<file path="src/rtl/tacky_fetch_decode_if.sv">
// Fetch/decode port bundle: the master side is the fetch/decode stage, and the slave side
// is the instruction memory plus the execute stage.
interface tacky_fetch_decode_if #(
    parameter int PC_W = 16
);
    logic            imem_req;
    logic [PC_W-1:0] imem_addr;
    logic [15:0]     imem_data;
    logic            redirect;
    logic [PC_W-1:0] redirect_pc;
    logic            halt;
    logic            dec_valid;
    logic            dec_ready;
    logic            dec_long;
    logic [4:0]      dec_op1;
    logic [2:0]      dec_r1;
    logic [4:0]      dec_op2;
    logic [2:0]      dec_r2;
    logic [15:0]     dec_imm16;
    logic [PC_W-1:0] dec_pc;

    modport master (
        output imem_req, imem_addr, dec_valid, dec_long, dec_op1, dec_r1, dec_op2, dec_r2,
               dec_imm16, dec_pc,
        input  imem_data, redirect, redirect_pc, halt, dec_ready
    );
    modport slave (
        input  imem_req, imem_addr, dec_valid, dec_long, dec_op1, dec_r1, dec_op2, dec_r2,
               dec_imm16, dec_pc,
        output imem_data, redirect, redirect_pc, halt, dec_ready
    );
endinterface

</file>
<file path="src/rtl/tacky_fetch_decode.sv">
// Tacky fetch + decode: a small instruction buffer with pre absorption, redirect and halt.
// Defining FETCH_BYPASS_EN lets a response reach decode in its arrival cycle when the buffer is empty.
module tacky_fetch_decode #(
    parameter int IBUF_DEPTH = 2,
    parameter int PC_W       = 16
) (
    input  logic                 clk,
    input  logic                 reset,
    tacky_fetch_decode_if.master bus
);
    localparam int AW = $clog2(IBUF_DEPTH);
    localparam int CW = AW + 1;
    localparam logic [4:0] OP_PRE  = 5'b10001;
    localparam logic [4:0] OP_LONG = 5'b10010;

    logic [15:0]     buf_word [IBUF_DEPTH];
    logic [PC_W-1:0] buf_pc   [IBUF_DEPTH];
    logic [AW-1:0]   head, tail;
    logic [CW-1:0]   count, occ;
    logic [PC_W-1:0] fetch_pc, inflight_pc, head_pc;
    logic            inflight, inflight_epoch, epoch, halted;
    logic [7:0]      pre_reg;
    logic [15:0]     head_word;
    logic            resp_live, redirect_eff, byp, head_present, is_pre, pre_pop;
    logic            valid, long_fmt, hs, push, pop_buf;

    // A response is worth keeping only if its epoch still matches and fetch is not halted.
    assign resp_live    = inflight && (inflight_epoch == epoch) && !halted;
    assign redirect_eff = bus.redirect && !bus.halt && !halted;
`ifdef FETCH_BYPASS_EN
    assign byp = (count == '0) && resp_live;
`else
    assign byp = 1'b0;
`endif
    assign head_present = (count != '0) || byp;
    assign head_word    = byp ? bus.imem_data : buf_word[head];
    assign head_pc      = byp ? inflight_pc   : buf_pc[head];
    assign is_pre       = head_present && (head_word[15:11] == OP_PRE);
    assign valid        = head_present && !is_pre && !halted;
    assign long_fmt     = valid && (head_word[15:11] >= OP_LONG);
    // A pre at the head during a redirect is on the wrong path, so it must not commit.
    assign pre_pop      = is_pre && !halted && !redirect_eff;
    assign hs           = valid && bus.dec_ready;
    assign pop_buf      = (hs || pre_pop) && !byp;
    assign push         = resp_live && !bus.halt && !redirect_eff && !(byp && (hs || pre_pop));
    assign occ          = count + CW'(inflight);

    assign bus.imem_req  = !reset && !halted && !bus.redirect && (occ < CW'(IBUF_DEPTH));
    assign bus.imem_addr = fetch_pc;
    assign bus.dec_valid = valid;
    assign bus.dec_long  = long_fmt;
    assign bus.dec_op1   = valid ? head_word[15:11] : 5'd0;
    assign bus.dec_r1    = valid ? head_word[10:8]  : 3'd0;
    assign bus.dec_op2   = !valid ? 5'd0 : (long_fmt ? 5'b11111 : head_word[7:3]);
    assign bus.dec_r2    = valid ? head_word[2:0]   : 3'd0;
    assign bus.dec_imm16 = long_fmt ? {pre_reg, head_word[7:0]} : 16'd0;
    assign bus.dec_pc    = valid ? head_pc : '0;

    always_ff @(posedge clk or posedge reset) begin
        if (reset) begin
            fetch_pc       <= '0;
            inflight_pc    <= '0;
            inflight       <= 1'b0;
            inflight_epoch <= 1'b0;
            epoch          <= 1'b0;
            halted         <= 1'b0;
            pre_reg        <= '0;
            head           <= '0;
            tail           <= '0;
            count          <= '0;
        end else begin
            inflight       <= bus.imem_req;
            inflight_pc    <= fetch_pc;
            inflight_epoch <= epoch;
            if (bus.halt) halted <= 1'b1;
            if (redirect_eff) begin
                epoch    <= ~epoch;
                fetch_pc <= bus.redirect_pc;
                head     <= '0;
                tail     <= '0;
                count    <= '0;
            end else begin
                if (bus.imem_req) fetch_pc <= fetch_pc + 1'b1;
                if (pre_pop) pre_reg <= head_word[7:0];
                if (push) tail <= tail + 1'b1;
                if (pop_buf) head <= head + 1'b1;
                count <= count + CW'(push) - CW'(pop_buf);
            end
        end
    end

    // Storage needs no reset: the outputs are masked by dec_valid.
    always_ff @(posedge clk) begin
        if (push) begin
            buf_word[tail] <= bus.imem_data;
            buf_pc[tail]   <= inflight_pc;
        end
    end
endmodule

</file>
<file path="src/flat_wrapper.sv">
// flat-port wrapper written by rule: the top's interface ports become plain ports
module tacky_fetch_decode_flat 
#(
    parameter int IBUF_DEPTH = 2,
    parameter int PC_W       = 16
)
  (clk, reset, bus_imem_req, bus_imem_addr, bus_dec_valid, bus_dec_long, bus_dec_op1, bus_dec_r1, bus_dec_op2, bus_dec_r2, bus_dec_imm16, bus_dec_pc, bus_imem_data, bus_redirect, bus_redirect_pc, bus_halt, bus_dec_ready);
  tacky_fetch_decode_if #(.PC_W(PC_W)) bus_i ();
  input  logic clk;
  input  logic reset;
  output wire logic [$bits(bus_i.imem_req)-1:0] bus_imem_req;
  output wire logic [$bits(bus_i.imem_addr)-1:0] bus_imem_addr;
  output wire logic [$bits(bus_i.dec_valid)-1:0] bus_dec_valid;
  output wire logic [$bits(bus_i.dec_long)-1:0] bus_dec_long;
  output wire logic [$bits(bus_i.dec_op1)-1:0] bus_dec_op1;
  output wire logic [$bits(bus_i.dec_r1)-1:0] bus_dec_r1;
  output wire logic [$bits(bus_i.dec_op2)-1:0] bus_dec_op2;
  output wire logic [$bits(bus_i.dec_r2)-1:0] bus_dec_r2;
  output wire logic [$bits(bus_i.dec_imm16)-1:0] bus_dec_imm16;
  output wire logic [$bits(bus_i.dec_pc)-1:0] bus_dec_pc;
  input wire logic [$bits(bus_i.imem_data)-1:0] bus_imem_data;
  input wire logic [$bits(bus_i.redirect)-1:0] bus_redirect;
  input wire logic [$bits(bus_i.redirect_pc)-1:0] bus_redirect_pc;
  input wire logic [$bits(bus_i.halt)-1:0] bus_halt;
  input wire logic [$bits(bus_i.dec_ready)-1:0] bus_dec_ready;
  assign bus_imem_req = bus_i.imem_req;
  assign bus_imem_addr = bus_i.imem_addr;
  assign bus_dec_valid = bus_i.dec_valid;
  assign bus_dec_long = bus_i.dec_long;
  assign bus_dec_op1 = bus_i.dec_op1;
  assign bus_dec_r1 = bus_i.dec_r1;
  assign bus_dec_op2 = bus_i.dec_op2;
  assign bus_dec_r2 = bus_i.dec_r2;
  assign bus_dec_imm16 = bus_i.dec_imm16;
  assign bus_dec_pc = bus_i.dec_pc;
  assign bus_i.imem_data = bus_imem_data;
  assign bus_i.redirect = bus_redirect;
  assign bus_i.redirect_pc = bus_redirect_pc;
  assign bus_i.halt = bus_halt;
  assign bus_i.dec_ready = bus_dec_ready;
  tacky_fetch_decode #(.IBUF_DEPTH(IBUF_DEPTH), .PC_W(PC_W)) u_core (.clk(clk), .reset(reset), .bus(bus_i));
endmodule
</file>
<file path="config.mk">
export PLATFORM = sky130hd
export DESIGN_NAME = tacky_fetch_decode_flat
export DESIGN_NICKNAME = d
export VERILOG_FILES = /design/src/rtl/tacky_fetch_decode_if.sv /design/src/rtl/tacky_fetch_decode.sv /design/src/flat_wrapper.sv
export SDC_FILE = /design/constraint.sdc
export NUM_CORES = 1
export LEC_CHECK = 0
export ABC_AREA = 1
export BUFFER_PORTS_ARGS = -buffer_cell sky130_fd_sc_hd__buf_4
export CAP_MARGIN = 20
export CORE_MARGIN = 2
export CORE_UTILIZATION = 49
export DETAILED_ROUTE_END_ITERATION = 10
export PLACE_DENSITY = 0.87
export SYNTH_ARGS = -nofsm -noshare
export SYNTH_HDL_FRONTEND = slang
export SYNTH_SLANG_ARGS = --single-unit
</file>
<file path="constraint.sdc">
create_clock -name clk -period 2.85 [get_ports clk]
set_clock_uncertainty 0.15 [all_clocks]
set_input_delay 0.4275 -clock clk [delete_from_list [all_inputs] [get_ports clk]]
set_output_delay 0.4275 -clock clk [all_outputs]
set_load 0.05 [all_outputs]
</file>
# After elaboration in Yosys (flattened, before gate mapping)
# Memory sizes are Yosys's and may differ from the RTL's.
# Index checks and enable logic that the tools add are counted.
[totals]
mem_bits_rw = 64
mem_count = 2
in_bits = 37
elab_cells = 68
out_inout_bits = 67
regBits = 48
[memory_table]
columns = ["memory", "depth", "width", "read_ports", "rd_clocked_by_memory_dff", "wr", "line", "source"]
rows = [
  ["u_core.buf_pc", 2, 16, 1, 0, 1, "tacky_fetch_decode.sv:17", "logic [PC_W-1:0] buf_pc [IBUF_DEPTH];"],
  ["u_core.buf_word", 2, 16, 1, 0, 1, "tacky_fetch_decode.sv:16", "logic [15:0] buf_word [IBUF_DEPTH];"],
]
[classes]
order_cmp = 2
mux = 16
n_reduce_logical = 28
addsub = 6
eq_ne = 2
n_bitwise = 2
[ops]
columns = ["op", "count"]
rows = [
  ["$mux W16", 4],
  ["$add A16 B1 Y16 const B", 1],
  ["$logic_and A1 B1 Y1", 16],
  ["$mux W5", 3],
  ["$reduce_bool A2 Y1", 4],
  ["$logic_not A1 Y1", 6],
  ["$mux W1", 6],
  ["$mux W3", 2],
  ["$eq A5 B5 Y1 const B", 1],
  ["$ge A5 B5 Y1 const B", 1],
  ["$add A2 B1 Y2", 2],
  ["$add A1 B1 Y1 const B", 2],
  ["$lt A2 B2 Y1 const B", 1],
  ["$mux W2", 1],
  ["$not A1 Y1", 2],
  ["$reduce_and A2 Y1", 1],
  ["$sub A2 B1 Y2", 1],
  ["$eq A1 B1 Y1", 1],
  ["$logic_or A1 B1 Y1", 1],
]

# Logic depth before layout (Yosys ltp)
# An unclocked memory read counts as a cell.
[logic_depth]
word_depth = 10
mapped_depth = 13
ltp_nobuf = 12

# Worst setup path before layout
# Ideal clock, no wire load.
[synth_path]
kind = "input port to flip-flop"
from = "in bus_halt"
to = "mem u_core.buf_pc[0][0] (enable)"
cell_stages = 5
slack_ns = 0.055
required_ns = 2.279
n_path_buf = 0
t_arrival_ns = 2.224
setup_time_ns = 0.421
cell_sequence = "nor2_1 -> nand3_1 -> nor2_1 -> inv_1 -> nor2_1"
[synth_via]
elab_chain_len = 7
elab_cells_between_ends = 8
classes_between = "mux (2); reduce/logical (6)"
[synth_lines]
columns = ["item", "line", "source"]
rows = [
  ["start: declaration", "flat_wrapper.sv:24", "input wire logic [$bits(bus_i.halt)-1:0] bus_halt;"],
  ["$logic_not A1 Y1 (*)", "tacky_fetch_decode.sv:29, tacky_fetch_decode.sv:45", ""],
  ["$logic_and A1 B1 Y1 (2 in a row)", "tacky_fetch_decode.sv:29", "assign redirect_eff = bus.redirect && !bus.halt && !halted;"],
  ["$logic_not A1 Y1", "tacky_fetch_decode.sv:45", "assign push = resp_live && !bus.halt && !redirect_eff && !(byp && (hs || pre_pop));"],
  ["$logic_and A1 B1 Y1 (*)", "tacky_fetch_decode.sv:45", ""],
  ["$mux W1 (*)", "tacky_fetch_decode.sv:94", "if (push) begin"],
  ["$mux W1 (implied by the code) (*)", "tacky_fetch_decode.sv:96", "buf_pc[tail] <= inflight_pc;"],
  ["end: declaration", "tacky_fetch_decode.sv:17", ""],
]
# Mark *: on every way between the ends. The rest lies on a longest branch, timed or not.

# Worst setup path after layout
[layout_path]
from = "reg u_core.head"
to = "out bus_dec_op2[4]"
[layout_via]
elab_chain_len = 9
elab_cells_between_ends = 10
classes_between = "order compare (1); eq/ne (1); mux (2); reduce/logical (5); memory (1)"
[layout_lines]
columns = ["item", "line", "source"]
rows = [
  ["start: declaration", "tacky_fetch_decode.sv:18", "logic [AW-1:0] head, tail;"],
  ["start signal: assignment", "tacky_fetch_decode.sv:86", "if (pop_buf) head <= head + 1'b1;"],
  ["$mem_v2 Z2 W16 (*)", "--", ""],
  ["$eq A5 B5 Y1", "tacky_fetch_decode.sv:38", "assign is_pre = head_present && (head_word[15:11] == OP_PRE);"],
  ["$logic_and A1 B1 Y1", "tacky_fetch_decode.sv:38", ""],
  ["$logic_not A1 Y1", "tacky_fetch_decode.sv:39", "assign valid = head_present && !is_pre && !halted;"],
  ["$logic_and A1 B1 Y1 (2 in a row)", "tacky_fetch_decode.sv:39", ""],
  ["$logic_and A1 B1 Y1", "tacky_fetch_decode.sv:40", "assign long_fmt = valid && (head_word[15:11] >= OP_LONG);"],
  ["$mux W5", "tacky_fetch_decode.sv:54", "assign bus.dec_op2 = !valid ? 5'd0 : (long_fmt ? 5'b11111 : head_word[7:3]);"],
  ["$mux W5 (*)", "tacky_fetch_decode.sv:54", ""],
  ["end: declaration", "flat_wrapper.sv:17", "output wire logic [$bits(bus_i.dec_op2)-1:0] bus_dec_op2;"],
]
# Marked as above.

==> summary.txt <==
Setup path
  – Slowest-stage cell, CP: sky130_fd_sc_hd__dfrtp_2
  – Cell chain of the critical path: clkinv_8, nand2_1, nand2_1, nor2_2, nand3_2, nand2_4, inv_2, nand3b_4, o21ai_0, buf_4
  – Critical path buffers and inverters: 3
  – Cell repeated most along the worst path: sky130_fd_sc_hd__nand2_1
  – CP top delay family: simple AND/OR/NAND/NOR gates
  – Worst stage delay on the critical path: 0.46 ns
  – Critical path capture point type: output port
  – Kind of launch point of the worst setup path: flip-flop
  – Maximum net fanout on the critical path: 28
  – WP data required: 2.27 ns
  – Arrival time at the worst endpoint: 2.10 ns
  – CP Class: flip-flop to output port

Placement
  – Final estimated routing congestion in global placement: 0.8374
  – HPWL after DPL: 7.453 mm
  – Total placed instance area: 5759 sq um
  – Post-place setup slack: 0.3765 ns
  – Count of buffers inserted at the top-level ports: 103

Pwr
  – Combinational share of power: 14.6%
  – Total design power: 3.232 mW
  – Clock Power Share: 26.6%
  – P per Cell Area: 537.0 nW/um^2
  – P_int: 2.303 mW
  – Net Sw Power: 0.9287 mW
  – Static power due to leakage: 2.726 nW
  – Switch share: 28.74%
  – Sequential Power Share: 58.9%
  – Largest voltage drop on the vdd net: 0.0003036 V

Synth
  – Number of library cell types mapped by synthesis: 32
  – Flip-flop and latch count after synthesis: 112
  – Sequential share of the synthesized area: 64.78%
  – Post-synth EDFFs: 64
  – Proportion of synthesized flip-flops having asynchronous set or reset: 42.86%
  – Yosys Warn Count: 0
  – Synth top area share: 39.87%
  – Post-synth top area cell: sky130_fd_sc_hd__edfxtp_1
  – Primary FF master, synth: sky130_fd_sc_hd__edfxtp_1
  – Cell area after synthesis: 4821 sq um
  – Instance count of the mapped netlist: 467
  – Cells taking the most area after synthesis: sky130_fd_sc_hd__edfxtp_1 40%, sky130_fd_sc_hd__dfrtp_1 25%, sky130_fd_sc_hd__nand2_1 8.8%
  – Mean post-synth cell area: 10.32 sq um
  – Nets in the synthesized netlist: 507

Drt
  – Drt initial violations: 137
  – First-pass DRT Iterations: 5
  – Antenna-violating nets left: 0
  – DRC viols: 0
  – Routed wire per std cell: 14.70 um
  – Number of vias after detailed routing: 3642
  – WL final: 10.51 mm
  – Per-cell via count in the routed design: 5.094

Timing
  – Final count of negative-setup-slack endpoints: 0
  – Minimum clock period after layout: 2.682 ns
  – Achievable clock frequency: 372.8 MHz
  – Final critical-path share of the clock period: 94.11%
  – Worst Max-Slew Pin Slew: 0.5898 ns
  – Worst Hold Margin: 0.09159 ns
  – Fin Setup TNS: 0 ns
  – Max_slew headroom: 60.53%
  – Final hold vios: 0
  – Count of final max-slew check failures: 0
  – Minimum setup slack in the final design: 0.1678 ns

Floorplan
  – Starting utilization of the core area: 50.01%
  – Die Footprint: 10650 sq um
  – Overall die height: 103.2 um
  – Number of placement rows: 36
  – Horizontal extent of the die: 103.2 um
  – Boundary pin count: 104
  – Placeable core region: 9639 sq um

Cells and area
  – Synth-to-layout area growth: 24.84%
  – Most common cell after layout, fill and taps aside: sky130_fd_sc_hd__nand2_1
  – Commonest non-fill, non-tap cells in the layout: 113 x sky130_fd_sc_hd__nand2_1, 111 x sky130_fd_sc_hd__buf_4, 64 x sky130_fd_sc_hd__edfxtp_1, 55 x sky130_fd_sc_hd__nor2_1, 47 x sky130_fd_sc_hd__dfrtp_1
  – Sequential cell area: 3124 sq um
  – Number of nets in the final layout: 617
  – Layout filler cell count: 785
  – Number of antenna repair diodes: 0
  – Footprint of the multi-input gates: 1451 sq um
  – Post-route cell area: 6018 sq um
  – Proportion of layout cells with a drive suffix above 1: 26.12%
  – Largest registers: u_core.buf_pc (32), u_core.buf_word (32)

Min path
  – Type of the most critical hold path: input port to flip-flop

Clock tree
  – Inserted Clock Buffers: 9
  – Number of H-tree levels: 3
  – Total number of clock tree sinks: 112
  – Clock network latency to the later pin of the worst-skew pair: 0.36 ns
  – Clock Pin Slew Worst Setup and Hold Paths: 0.11 ns
  – CTS tree: yes
  – Clock Tree Root: sky130_fd_sc_hd__clkbuf_8
  – Number of buffers on the longest clock path: 2

Global route
  – Wire length of the first global-routing pass: 16.19 mm
  – Number of antenna violations at the first check in global routing: 0
  – Largest net degree at the start of global routing: 49
  – Routing usage on met3: 3.024%
  – Overflow left after global routing: 0
  – Number of global-route vias before repair: 3463
  – Global Route met1 Usage: 25.50%
  – Layer with the highest usage: met2
  – Fraction of met2 tracks used by global routing: 34.27%
  – Overall track demand over capacity in global routing: 19.90%

Outcome
  – Outcome: finished clean

Run
  – Max-cap violation count: 0
[stage by stage]
step                std cells  utilization [%]
floorplan                 467                -
finish                    715            62.44
detailed placement        694            59.75
global route              715            62.44
CTS                       710            61.63
global placement          694            59.75
[cells in the mapped netlist, types with 2 or more instances]
cell and number:
sky130_fd_sc_hd__nor2_2 2, sky130_fd_sc_hd__o21ai_0 16, sky130_fd_sc_hd__mux2i_1 8, sky130_fd_sc_hd__buf_2 6, sky130_fd_sc_hd__clkbuf_1 6, sky130_fd_sc_hd__nor2_1 57
sky130_fd_sc_hd__a211oi_1 2, sky130_fd_sc_hd__nand4_1 9, sky130_fd_sc_hd__ha_1 3, sky130_fd_sc_hd__o21ai_2 7, sky130_fd_sc_hd__nand3_1 21, sky130_fd_sc_hd__nor3_1 7
sky130_fd_sc_hd__o21ai_1 4, sky130_fd_sc_hd__nand2_1 113, sky130_fd_sc_hd__xnor2_1 3, sky130_fd_sc_hd__a21oi_1 24, sky130_fd_sc_hd__buf_6 4, sky130_fd_sc_hd__dfrtp_1 48
sky130_fd_sc_hd__or2_2 2, sky130_fd_sc_hd__xor2_1 3, sky130_fd_sc_hd__inv_1 46, sky130_fd_sc_hd__edfxtp_1 64, sky130_fd_sc_hd__o211ai_1 3
[final timing paths]
path | start | to | slack, ns | depth (start not counted)
setup / recovery | u_core.head$_DFFE_PP0P_ | bus_dec_op2[4] | 0.17 | 10
hold / removal | bus_imem_data[6] | u_core.buf_word[1][6]$_DFFE_PP_ | 0.09 | 1
setup reg to reg | u_core.head$_DFFE_PP0P_ | u_core.count[1]$_DFF_PP0_ | 0.54 | 12
min in group asynchronous | reset | u_core.pre_reg[3]$_DFFE_PP0P_ | 0.45 | 3
hold reg to reg | u_core.epoch$_DFFE_PP0P_ | u_core.inflight_epoch$_DFF_PP0_ | 0.30 | 0
max in group asynchronous | reset | u_core.count[1]$_DFF_PP0_ | 1.59 | 4
[final cells by class]
cell class                      count  area share [%]
Clock buffer                       10           2.121
Clock inverter                      6          0.8732
Inverter                           48           3.202
Multi-Input combinational cell    291           24.12
Sequential cell                   112           51.91
Tap cell                          133           2.765
Timing Repair Buffer              115           15.01
[kinds of logic after synthesis]
family | synth area share (%)
DFF | 64.78
and+or+nand+nor | 18.82
xor gates and xnor gates | 1.090
AOI/OAI and AO/OA | 6.930
muxes | 1.661
buffers and inverters | 5.943
adders and majority gates | 0.7787
[repair_timing]
action,CTS,global route
buffers inserted,0,2
resized for setup,1,4
pin swaps,0,1
cloned,0,1
hold buffers,0,1
setup endpoints to repair,6,41
endpoints found under the hold margin,0,13
[power groups by stage]
stage	Sequential, mW	Clock, mW	Combinational, mW
6_report	1.90	0.858	0.471
5_1_grt	1.92	0.936	0.516
4_1_cts	1.90	0.876	0.461
3_5_place_dp	1.94	0	0.459
3_3_place_gp	1.93	0	0.447
2_1_floorplan	2.02	0	0.199
[worst register-to-register path: cells and delay by family (launching register included)]
family / cells / cell delay (ns)
AND/OR/NAND/NOR: 7 / 0.78
flip-flops: 1 / 0.46
adder cells (fa/ha/maj): 2 / 0.38
buffers and inverters: 2 / 0.28
XOR/XNOR: 1 / 0.16
[metal layers]
metal / share of wire [%] / vias up
li1: - / 1770
met1: 42 / 1709
met2: 51 / 144
met3: 6.1 / 19
met4: 1.6 / 0
met5: 0 / -
Note: power is estimated with default switching activity, not from simulation.
